## src/rtl/mem_bus_bridge_if.sv

```systemverilog
// CPU-side request/response signals plus the flash and SRAM controller buses of the bridge.
// slave is the bridge's view; master is the view of the CPU and memory controllers around it.
interface mem_bus_bridge_if;
    logic        cpu_req;
    logic        cpu_we;
    logic [31:0] cpu_addr;
    logic [31:0] cpu_wdata;
    logic [31:0] cpu_rdata;
    logic        cpu_ack;
    logic        cpu_err;
    logic        cpu_busy;

    logic        mem_flash_cs;
    logic        mem_flash_rw;
    logic [24:0] mem_flash_addr;
    logic [31:0] mem_flash_data_wr;
    logic [31:0] mem_flash_data_rd;
    logic        mem_flash_done;

    logic        mem_sram_cs;
    logic        mem_sram_rw;
    logic [21:0] mem_sram_addr;
    logic [31:0] mem_sram_data_wr;
    logic [31:0] mem_sram_data_rd;
    logic        mem_sram_done;

    modport slave (
        input  cpu_req, cpu_we, cpu_addr, cpu_wdata,
        output cpu_rdata, cpu_ack, cpu_err, cpu_busy,
        output mem_flash_cs, mem_flash_rw, mem_flash_addr, mem_flash_data_wr,
        input  mem_flash_data_rd, mem_flash_done,
        output mem_sram_cs, mem_sram_rw, mem_sram_addr, mem_sram_data_wr,
        input  mem_sram_data_rd, mem_sram_done
    );

    modport master (
        output cpu_req, cpu_we, cpu_addr, cpu_wdata,
        input  cpu_rdata, cpu_ack, cpu_err, cpu_busy,
        input  mem_flash_cs, mem_flash_rw, mem_flash_addr, mem_flash_data_wr,
        output mem_flash_data_rd, mem_flash_done,
        input  mem_sram_cs, mem_sram_rw, mem_sram_addr, mem_sram_data_wr,
        output mem_sram_data_rd, mem_sram_done
    );
endinterface

```

## src/rtl/mem_bus_bridge.sv

```systemverilog
// Single-outstanding CPU bridge decoding to SRAM/flash with alignment/decode errors and a WAIT timeout.
// cs one cycle after acceptance, ack one cycle after done (errors ack next cycle); cpu_req ignored while busy.
module mem_bus_bridge #(
    parameter int unsigned TIMEOUT_CYC = 255
) (
    input  logic             clk,
    input  logic             rst,
    mem_bus_bridge_if.slave  bus
);
    typedef enum logic [1:0] {IDLE, ISSUE, WAIT, RESP} state_t;

    state_t      state_q, state_d;
    logic        tgt_flash_q;
    logic        we_q;
    logic        err_q;
    logic [15:0] tmo_cnt_q;
    logic [31:0] rdata_q;

    logic        flash_rw_q;
    logic [24:0] flash_addr_q;
    logic [31:0] flash_wdata_q;
    logic        sram_rw_q;
    logic [21:0] sram_addr_q;
    logic [31:0] sram_wdata_q;

    logic align_err, is_sram, is_flash, req_err, sel_done, tmo_hit;

    // Alignment takes priority over decode; both collapse into one error completion.
    assign align_err = (bus.cpu_addr[1:0] != 2'b00);
    assign is_sram   = (bus.cpu_addr[31:24] == 8'h00);
    assign is_flash  = (bus.cpu_addr[31:27] == 5'b10000);
    assign req_err   = align_err || !(is_sram || is_flash);
    assign sel_done  = tgt_flash_q ? bus.mem_flash_done : bus.mem_sram_done;
    assign tmo_hit   = (tmo_cnt_q == 16'(TIMEOUT_CYC - 1));

    always_ff @(posedge clk or posedge rst) begin
        if (rst) begin
            state_q <= IDLE;
        end else begin
            state_q <= state_d;
        end
    end

    always_comb begin
        state_d = state_q;
        case (state_q)
            IDLE:    if (bus.cpu_req) state_d = req_err ? RESP : ISSUE;
            ISSUE:   state_d = WAIT;
            WAIT:    if (sel_done || tmo_hit) state_d = RESP;
            RESP:    state_d = IDLE;
            default: state_d = IDLE;
        endcase
    end

    always_comb begin
        bus.mem_flash_cs = 1'b0;
        bus.mem_sram_cs  = 1'b0;
        bus.cpu_ack      = 1'b0;
        bus.cpu_err      = 1'b0;
        bus.cpu_busy     = (state_q != IDLE);
        case (state_q)
            ISSUE: begin
                bus.mem_flash_cs = tgt_flash_q;
                bus.mem_sram_cs  = !tgt_flash_q;
            end
            RESP: begin
                bus.cpu_ack = 1'b1;
                bus.cpu_err = err_q;
            end
            default: ;
        endcase
    end

    always_ff @(posedge clk or posedge rst) begin
        if (rst) begin
            tgt_flash_q   <= 1'b0;
            we_q          <= 1'b0;
            err_q         <= 1'b0;
            tmo_cnt_q     <= '0;
            rdata_q       <= '0;
            flash_rw_q    <= 1'b0;
            flash_addr_q  <= '0;
            flash_wdata_q <= '0;
            sram_rw_q     <= 1'b0;
            sram_addr_q   <= '0;
            sram_wdata_q  <= '0;
        end else begin
            case (state_q)
                IDLE: begin
                    if (bus.cpu_req) begin
                        err_q   <= req_err;
                        rdata_q <= '0;
                        // Target buses only move on a valid request, so each holds its last command.
                        if (!req_err) begin
                            we_q        <= bus.cpu_we;
                            tgt_flash_q <= is_flash;
                            if (is_flash) begin
                                flash_rw_q    <= bus.cpu_we;
                                flash_addr_q  <= bus.cpu_addr[26:2];
                                flash_wdata_q <= bus.cpu_wdata;
                            end else begin
                                sram_rw_q     <= bus.cpu_we;
                                sram_addr_q   <= bus.cpu_addr[23:2];
                                sram_wdata_q  <= bus.cpu_wdata;
                            end
                        end
                    end
                end
                ISSUE: tmo_cnt_q <= '0;
                WAIT: begin
                    tmo_cnt_q <= tmo_cnt_q + 16'd1;
                    if (sel_done) begin
                        if (!we_q) begin
                            rdata_q <= tgt_flash_q ? bus.mem_flash_data_rd : bus.mem_sram_data_rd;
                        end
                    end else if (tmo_hit) begin
                        err_q <= 1'b1;
                    end
                end
                default: ;
            endcase
        end
    end

    assign bus.cpu_rdata         = rdata_q;
    assign bus.mem_flash_rw      = flash_rw_q;
    assign bus.mem_flash_addr    = flash_addr_q;
    assign bus.mem_flash_data_wr = flash_wdata_q;
    assign bus.mem_sram_rw       = sram_rw_q;
    assign bus.mem_sram_addr     = sram_addr_q;
    assign bus.mem_sram_data_wr  = sram_wdata_q;
endmodule
```

## src/flat_wrapper.sv

```systemverilog
// flat-port wrapper written by rule: the top's interface ports become plain ports
module mem_bus_bridge_flat 
#(
    parameter int unsigned TIMEOUT_CYC = 255
)
  (clk, rst, bus_cpu_req, bus_cpu_we, bus_cpu_addr, bus_cpu_wdata, bus_cpu_rdata, bus_cpu_ack, bus_cpu_err, bus_cpu_busy, bus_mem_flash_cs, bus_mem_flash_rw, bus_mem_flash_addr, bus_mem_flash_data_wr, bus_mem_flash_data_rd, bus_mem_flash_done, bus_mem_sram_cs, bus_mem_sram_rw, bus_mem_sram_addr, bus_mem_sram_data_wr, bus_mem_sram_data_rd, bus_mem_sram_done);
  mem_bus_bridge_if bus_i ();
  input  logic clk;
  input  logic rst;
  input wire logic [$bits(bus_i.cpu_req)-1:0] bus_cpu_req;
  input wire logic [$bits(bus_i.cpu_we)-1:0] bus_cpu_we;
  input wire logic [$bits(bus_i.cpu_addr)-1:0] bus_cpu_addr;
  input wire logic [$bits(bus_i.cpu_wdata)-1:0] bus_cpu_wdata;
  output wire logic [$bits(bus_i.cpu_rdata)-1:0] bus_cpu_rdata;
  output wire logic [$bits(bus_i.cpu_ack)-1:0] bus_cpu_ack;
  output wire logic [$bits(bus_i.cpu_err)-1:0] bus_cpu_err;
  output wire logic [$bits(bus_i.cpu_busy)-1:0] bus_cpu_busy;
  output wire logic [$bits(bus_i.mem_flash_cs)-1:0] bus_mem_flash_cs;
  output wire logic [$bits(bus_i.mem_flash_rw)-1:0] bus_mem_flash_rw;
  output wire logic [$bits(bus_i.mem_flash_addr)-1:0] bus_mem_flash_addr;
  output wire logic [$bits(bus_i.mem_flash_data_wr)-1:0] bus_mem_flash_data_wr;
  input wire logic [$bits(bus_i.mem_flash_data_rd)-1:0] bus_mem_flash_data_rd;
  input wire logic [$bits(bus_i.mem_flash_done)-1:0] bus_mem_flash_done;
  output wire logic [$bits(bus_i.mem_sram_cs)-1:0] bus_mem_sram_cs;
  output wire logic [$bits(bus_i.mem_sram_rw)-1:0] bus_mem_sram_rw;
  output wire logic [$bits(bus_i.mem_sram_addr)-1:0] bus_mem_sram_addr;
  output wire logic [$bits(bus_i.mem_sram_data_wr)-1:0] bus_mem_sram_data_wr;
  input wire logic [$bits(bus_i.mem_sram_data_rd)-1:0] bus_mem_sram_data_rd;
  input wire logic [$bits(bus_i.mem_sram_done)-1:0] bus_mem_sram_done;
  assign bus_i.cpu_req = bus_cpu_req;
  assign bus_i.cpu_we = bus_cpu_we;
  assign bus_i.cpu_addr = bus_cpu_addr;
  assign bus_i.cpu_wdata = bus_cpu_wdata;
  assign bus_cpu_rdata = bus_i.cpu_rdata;
  assign bus_cpu_ack = bus_i.cpu_ack;
  assign bus_cpu_err = bus_i.cpu_err;
  assign bus_cpu_busy = bus_i.cpu_busy;
  assign bus_mem_flash_cs = bus_i.mem_flash_cs;
  assign bus_mem_flash_rw = bus_i.mem_flash_rw;
  assign bus_mem_flash_addr = bus_i.mem_flash_addr;
  assign bus_mem_flash_data_wr = bus_i.mem_flash_data_wr;
  assign bus_i.mem_flash_data_rd = bus_mem_flash_data_rd;
  assign bus_i.mem_flash_done = bus_mem_flash_done;
  assign bus_mem_sram_cs = bus_i.mem_sram_cs;
  assign bus_mem_sram_rw = bus_i.mem_sram_rw;
  assign bus_mem_sram_addr = bus_i.mem_sram_addr;
  assign bus_mem_sram_data_wr = bus_i.mem_sram_data_wr;
  assign bus_i.mem_sram_data_rd = bus_mem_sram_data_rd;
  assign bus_i.mem_sram_done = bus_mem_sram_done;
  mem_bus_bridge #(.TIMEOUT_CYC(TIMEOUT_CYC)) u_core (.clk(clk), .rst(rst), .bus(bus_i));
endmodule
```

## config.mk

```make
export PLATFORM = sky130hd
export DESIGN_NAME = mem_bus_bridge_flat
export DESIGN_NICKNAME = d
export VERILOG_FILES = /design/src/rtl/mem_bus_bridge_if.sv /design/src/rtl/mem_bus_bridge.sv /design/src/flat_wrapper.sv
export SDC_FILE = /design/constraint.sdc
export NUM_CORES = 1
export LEC_CHECK = 0
export CAP_MARGIN = 10
export CORE_MARGIN = 3
export CORE_UTILIZATION = 66
export DETAILED_ROUTE_END_ITERATION = 7
export DONT_BUFFER_PORTS = 1
export GPL_TIMING_DRIVEN = 0
export PLACE_DENSITY = 0.78
export SLEW_MARGIN = 20
export SYNTH_ARGS = -nofsm -noshare
export SYNTH_HDL_FRONTEND = slang
export SYNTH_SLANG_ARGS = --single-unit
```

## constraint.sdc

```tcl
create_clock -name clk -period 9 [get_ports clk]
set_input_delay 1.8 -clock clk [delete_from_list [all_inputs] [get_ports clk]]
set_output_delay 1.8 -clock clk [all_outputs]
set_load 0.01 [all_outputs]
```

==> flow_summary.toml, run 1 <==
[status]
status = "complete, no violations"

[power]
power_frac_seq_pct = 46.4
combPwrFrac_pct = 20.3
p_sw_share_pct = 30.6
p_sw_mw = 0.603
power_leakage_nw = 4.14
total_power_mw = 1.97
p_clk_share_pct = 33.3
p_per_area_mw_per_mm2 = 250
ir_worst_vdd_uv = 134
internal_power_mw = 1.37

[layout]
fin_area_mm2 = 0.00789
area.growth.synth_to_final_pct = 10.6
stdcell_count = 679
finalNetCount = 670
diodes = 0
register_area_mm2 = 0.00415
multi_input_area_mm2 = 0.00278
drive_above_1_share_pct = 37.4
n_fill_cell = 668
fin_util_pct = 75.7

[clock_network]
cts_buffers = 17
cts_tree = "done"
hold_buffers = 0
post-cts-setup-buffer-count = 0
numClockSinks = 166
ctsResizeCount = 0
cts.htree.levels = 4
cts.clk_slew.worst_paths_ns = 0.06
clkLatencyLatePin_ns = 0.52
cts-root-buf = "clkbuf_8"
clock_tree.buffer_depth = 2

[synthesis]
async_reset_ff_share_pct = 100
muxShareOfSynthArea_pct = 28.1
synth-simple-area-share_pct = 6.56
synth_edf_count = 0
syn-num-nets = 650
synthTopCellsByArea = "dfrtp_1, mux2_2, mux2i_1"
synth_area_per_cell_um2 = 14.0
synth.distinct_cells = 45
yosysSeqAreaShare_pct = 58.2
synth_compound_area_share_pct = 2.60
yosys.area.top_type = "dfrtp_1"
synth_top_family_by_area = "multiplexers"
ys.flop_type = "dfrtp_1"
synthCells = 510
ys_warn_count = 0
yosysTopAreaCellShare_pct = 58.2
synthXorXnorAreaFrac_pct = 0.614
ys_seq_elements = 166
synth_fa_ha_area_share_pct = 1.05
synth_area_mm2 = 0.00713

[global_route]
grtUsageTotal_pct = 25.8
grt_pass1_wl_um = 23100
antenna_found_initial = 0
grt_pass1_vias = 4382
grt-ovfl-total = 0
grt_max_degree = 117

[sta]
fin_skew_ns = 0.00782
rsz0062_at_grt = "no"
drv_slew = 0
fin_crit_sh_pct = 37.4
maxSlewHeadroom_pct = 54.2
finalCriticalPeriod_ns = 3.36
hold_violations = 0
hold_slack_ns = 0.533
fin_tns_setup_ns = 0
finalSetupViolations = 0
fmax_ghz = 0.297
setup_ws_ns = 5.64
worst_pin_slew_ns = 0.685

[worst_setup_path]
worst_r2r_endpoint = "u_core.bus.mem_sram_data_wr[21]$_DFFE_PP0P_"
cp-end-kind = "primary output"
crit_path_end = "bus_mem_flash_cs"
cpMaxStageDelayCell = "dfrtp_1"
r2r_start = "u_core.state_q[1]$_DFFE_PP0P_"
cp.buffers_inverters = 2
crit_type = "flop to primary output"
cpPeakStageDelay_ns = 0.32
crit_family = "buffers and inverters"
cp.required_ns = 7.20
critical_path.startpoint = "u_core.tgt_flash_q$_DFFE_PP0P_"
rrSetupSlack_ns = 6.81
crit_chain = "buf_4, buf_2, and2_1"
cp.arrival_ns = 1.56
start_kind = "flop"
critical_path.max_fanout = 10
reg2reg_depth = 7
cp_num_cells = 3

[floorplanning]
core_mm2 = 0.0104
die-area_mm2 = 0.0121
die_x_um = 110
start_util_pct = 68.5
chipHeight_um = 110
io_pins = 284
rows = 37

[placed_design]
hpwl_um = 12000
dp_slack_ns = 5.72
port_buffers = 0
place.gp.congestion = 0.809
dp.cells = 647
placed_area_mm2 = 0.00734

[flow_run]
drv_cap = 0

[route]
drt.antenna.violating_nets = 0
firstDrtPassIters = 4
drt-initial-drc-count = 195
route.detailed.drc = 0
routed_wl_um = 15800
wl_per_cell_um = 23.2
dr_total_vias = 4084
vias_per_cell = 6.01

[worst_hold_path]
hold_path_class = "flop to flop"
-- state kept, by name, summed over array words and instances, names as in the netlist --
| register | cells |
|---|---|
| u_core.bus.cpu_rdata | 32 |
| u_core.bus.mem_sram_data_wr | 32 |
| u_core.bus.mem_flash_addr | 25 |
| u_core.we_q | 1 |
| u_core.err_q | 1 |
| u_core.state_q | 2 |
| u_core.tgt_flash_q | 1 |
| u_core.bus.mem_flash_rw | 1 |
| u_core.bus.mem_flash_data_wr | 32 |
| u_core.bus.mem_sram_rw | 1 |
| u_core.bus.mem_sram_addr | 22 |
| u_core.tmo_cnt_q | 16 |
-- layer usage --
metal / GRT usage, % / vias up / routed length, um
met5: 0 / - / 0
met4: 8.46 / 0 / 278
met3: 11.6 / 21 / 1710
met2: 45.3 / 182 / 8440
met1: 27.7 / 2050 / 5350
li1: - / 1831 / -
-- cells in the mapped netlist (7+ instances only) --
master and count:
buf_2 11, dfrtp_1 166, inv_1 9, mux2_1 8, mux2_2 138, mux2i_1 36
nand2_1 12, nor2_1 42, o21ai_0 7
-- layout by cell type, fill, tap and decap left out, types with 6 or more instances in the layout --
cell        count
mux2_2        138
o21ai_0         7
buf_6           6
inv_1           8
ha_1            6
clkinvlp_4      7
nor2_1         42
dfrtp_1       166
mux2i_1        36
nand2_1        12
buf_2          11
clkbuf_16      16
mux2_1          8
nand3_1         6
nor3_1          6
-- how the worst min path moves through the flow --
stage                         endpoint                    start  cells past startpoint
6_report       u_core.we_q$_DFFE_PP0P_  u_core.we_q$_DFFE_PP0P_                      1
4_1_cts        u_core.we_q$_DFFE_PP0P_  u_core.we_q$_DFFE_PP0P_                      1
5_1_grt        u_core.we_q$_DFFE_PP0P_  u_core.we_q$_DFFE_PP0P_                      1
3_3_place_gp   u_core.we_q$_DFFE_PP0P_  u_core.we_q$_DFFE_PP0P_                      1
2_1_floorplan  u_core.we_q$_DFFE_PP0P_  u_core.we_q$_DFFE_PP0P_                      1
3_5_place_dp   u_core.we_q$_DFFE_PP0P_  u_core.we_q$_DFFE_PP0P_                      1
-- power by group through the flow --
stage          combinational, mW  sequential (mW)  clock [mW]
6_report                   0.399            0.915       0.657
5_1_grt                    0.444            0.924       0.702
4_1_cts                    0.405            0.916       0.668
3_5_place_dp               0.403            0.930           0
3_3_place_gp               0.383            0.926           0
2_1_floorplan              0.322            0.905           0
-- worst register-to-register path: stages, from the launching register on --
cell and delay [ns]:
dfrtp_1 0.41, inv_1 0.13, ha_1 0.30, nor4b_4 0.28
nand4b_1 0.15, buf_2 0.25, buf_6 0.20, mux2_1 0.34
-- cell families after synthesis --
logic type                 count (synthesis)
muxes                                    182
DFF                                      166
buffers and inverters                     34
AOI/OAI and AO/OA                         27
xor gates and xnor gates                   5
adders and majority gates                  6
and+or+nand+nor                           90
-- final cells by class --
cell class / instances / share of cell area, %
Clock buffer: 20 / 5.78
Multi-Input combinational cell: 310 / 35.2
Inverter: 10 / 0.571
Sequential cell: 166 / 52.7
Buffer: 24 / 2.08
Timing Repair Buffer: 1 / 0.349
Tap cell: 136 / 2.16
Clock inverter: 12 / 1.17
No activity file was read; power rests on OpenSTA's default activity.
==> run 2: changes to the inputs <==
--- a/config.mk
+++ b/config.mk
@@ -6,12 +6,13 @@
 export NUM_CORES = 1
 export LEC_CHECK = 0
 export CAP_MARGIN = 10
+export CORE_ASPECT_RATIO = 1.2
 export CORE_MARGIN = 3
-export CORE_UTILIZATION = 66
+export CORE_UTILIZATION = 63
 export DETAILED_ROUTE_END_ITERATION = 7
 export DONT_BUFFER_PORTS = 1
 export GPL_TIMING_DRIVEN = 0
-export PLACE_DENSITY = 0.78
+export PLACE_DENSITY = 0.75
 export SLEW_MARGIN = 20
 export SYNTH_ARGS = -nofsm -noshare
 export SYNTH_HDL_FRONTEND = slang
==> constraint.sdc (replaced) <==
create_clock -name clk -period 3.2 [get_ports clk]
set_input_delay 0.64 -clock clk [delete_from_list [all_inputs] [get_ports clk]]
set_output_delay 0.64 -clock clk [all_outputs]
set_load 0.01 [all_outputs]
==> flow_summary.toml, run 2 (same netlist as run 1, synthesis figures left out) <==
[layout]
multi_input_area_mm2 = 0.00278
diodes = 0
register_area_mm2 = 0.00415
n_fill_cell = 717
stdcell_count = 675
fin_util_pct = 74.1
area.growth.synth_to_final_pct = 12.0
final_common_cell = "dfrtp_1"
final_cell_mix = "dfrtp_1, mux2_2, nor2_1"
drive_above_1_share_pct = 37.5
finalNetCount = 674
fin_area_mm2 = 0.00799

[power]
power_frac_seq_pct = 45.3
p_sw_mw = 1.67
p_clk_share_pct = 35.0
p_per_area_mw_per_mm2 = 712
ir_worst_vdd_uv = 360
p_sw_share_pct = 29.3
combPwrFrac_pct = 19.7
internal_power_mw = 4.02
power_leakage_nw = 4.20

[clock_network]
clkLatencyLatePin_ns = 0.42
cts.htree.levels = 4
clock_tree.buffer_depth = 2
numClockSinks = 166
cts_buffers = 17
cts.clk_slew.worst_paths_ns = 0.06
post-cts-setup-buffer-count = 0
hold_buffers = 0
ctsResizeCount = 0
cts-root-buf = "clkbuf_16"
cts_tree = "done"

[sta]
fin_skew_ns = 0.0101
maxSlewHeadroom_pct = 53.7
hold_slack_ns = 0.133
finalCriticalPeriod_ns = 2.25
finalSetupViolations = 0
hold_violations = 0
setup_ws_ns = 0.954
fmax_ghz = 0.445
drv_slew = 0
rsz0062_at_grt = "no"
worst_pin_slew_ns = 0.692
fin_crit_sh_pct = 70.2

[worst_hold_path]
hold_path_class = "input pin to asynchronous set/reset pin"

[floorplanning]
start_util_pct = 66.2
die_x_um = 103
chipHeight_um = 123
core_mm2 = 0.0108
die-area_mm2 = 0.0126
io_pins = 284
rows = 41

[placed_design]
place.gp.congestion = 0.822
dp.cells = 644
placed_area_mm2 = 0.00740
hpwl_um = 12600
dp_slack_ns = 0.931
port_buffers = 0

[global_route]
grt-ovfl-total = 0
grt_pass1_wl_um = 24500
antenna_found_initial = 0
grt_max_degree = 38
grtUsageTotal_pct = 26.0
grt_pass1_vias = 4494

[route]
vias_per_cell = 6.24
wl_per_cell_um = 24.1
dr_total_vias = 4211
routed_wl_um = 16200
route.detailed.drc = 0
drt.antenna.violating_nets = 0
drt-initial-drc-count = 148
firstDrtPassIters = 5

[status]
status = "complete, no violations"

[worst_setup_path]
critical_path.max_fanout = 10
cpPeakStageDelay_ns = 0.41
crit_chain = "inv_1, ha_1, nor4b_4, nand3_1, buf_2, buf_6, mux2_1"
cpMaxStageDelayCell = "dfrtp_1"
cp.arrival_ns = 2.54
worst_r2r_endpoint = "u_core.bus.mem_flash_addr[1]$_DFFE_PP0P_"
crit_type = "flop to flop"
cp.required_ns = 3.50
r2r_start = "u_core.state_q[0]$_DFFE_PP0P_"
crit_family = "buffers and inverters"
rrSetupSlack_ns = 0.95
start_kind = "flop"
reg2reg_depth = 7
cp.buffers_inverters = 3
cp-end-kind = "flop"

[flow_run]
drv_cap = 0
-- run 2: per-stage QoR --
step	TNS, ns	power (mW)
after floorplan	0	3.45
after global placement	-40.48	3.69
after detailed placement	0	3.75
after CTS	0	5.73
after global routing	0	5.97
final	0	5.68
-- run 2: metal layers --
metal	wire length (um)	vias to the layer above	global-route usage (%)	share of wire, %
met4	239	0	7.61	1.5
li1	-	1847	-	-
met5	0	-	0	0
met2	8990	205	46.3	55
met1	5210	2137	26.4	32
met3	1800	22	12.9	11
-- run 2: worst max-delay path by stage --
stage,slack (ns),start,cells after the start,end
detailed placement,0.93,u_core.state_q[0]$_DFFE_PP0P_,7,u_core.bus.mem_flash_addr[1]$_DFFE_PP0P_
finish,0.95,u_core.state_q[0]$_DFFE_PP0P_,7,u_core.bus.mem_flash_addr[1]$_DFFE_PP0P_
global route,0.79,u_core.state_q[1]$_DFFE_PP0P_,7,u_core.bus.mem_flash_addr[19]$_DFFE_PP0P_
global placement,-0.26,rst,1,u_core.bus.mem_flash_data_wr[19]$_DFFE_PP0P_
CTS,0.93,u_core.state_q[0]$_DFFE_PP0P_,7,u_core.bus.mem_flash_addr[1]$_DFFE_PP0P_
floorplan,0.45,rst,1,u_core.bus.cpu_rdata[0]$_DFFE_PP0P_
-- run 2: area by class of cell --
type / instances / share of cell area, %
Clock inverter: 11 / 1.55
Timing Repair Buffer: 5 / 1.35
Inverter: 10 / 0.517
Buffer: 24 / 2.05
Multi-Input combinational cell: 310 / 34.8
Clock buffer: 20 / 5.72
Tap cell: 129 / 2.02
Sequential cell: 166 / 52.0
-- run 2: power groups by stage --
stage / sequential, mW / combinational, mW / clock (mW)
floorplan: 2.55 / 0.906 / 0
CTS: 2.58 / 1.14 / 2.01
finish: 2.57 / 1.12 / 1.99
detailed placement: 2.61 / 1.13 / 0
global placement: 2.61 / 1.08 / 0
global route: 2.60 / 1.25 / 2.11
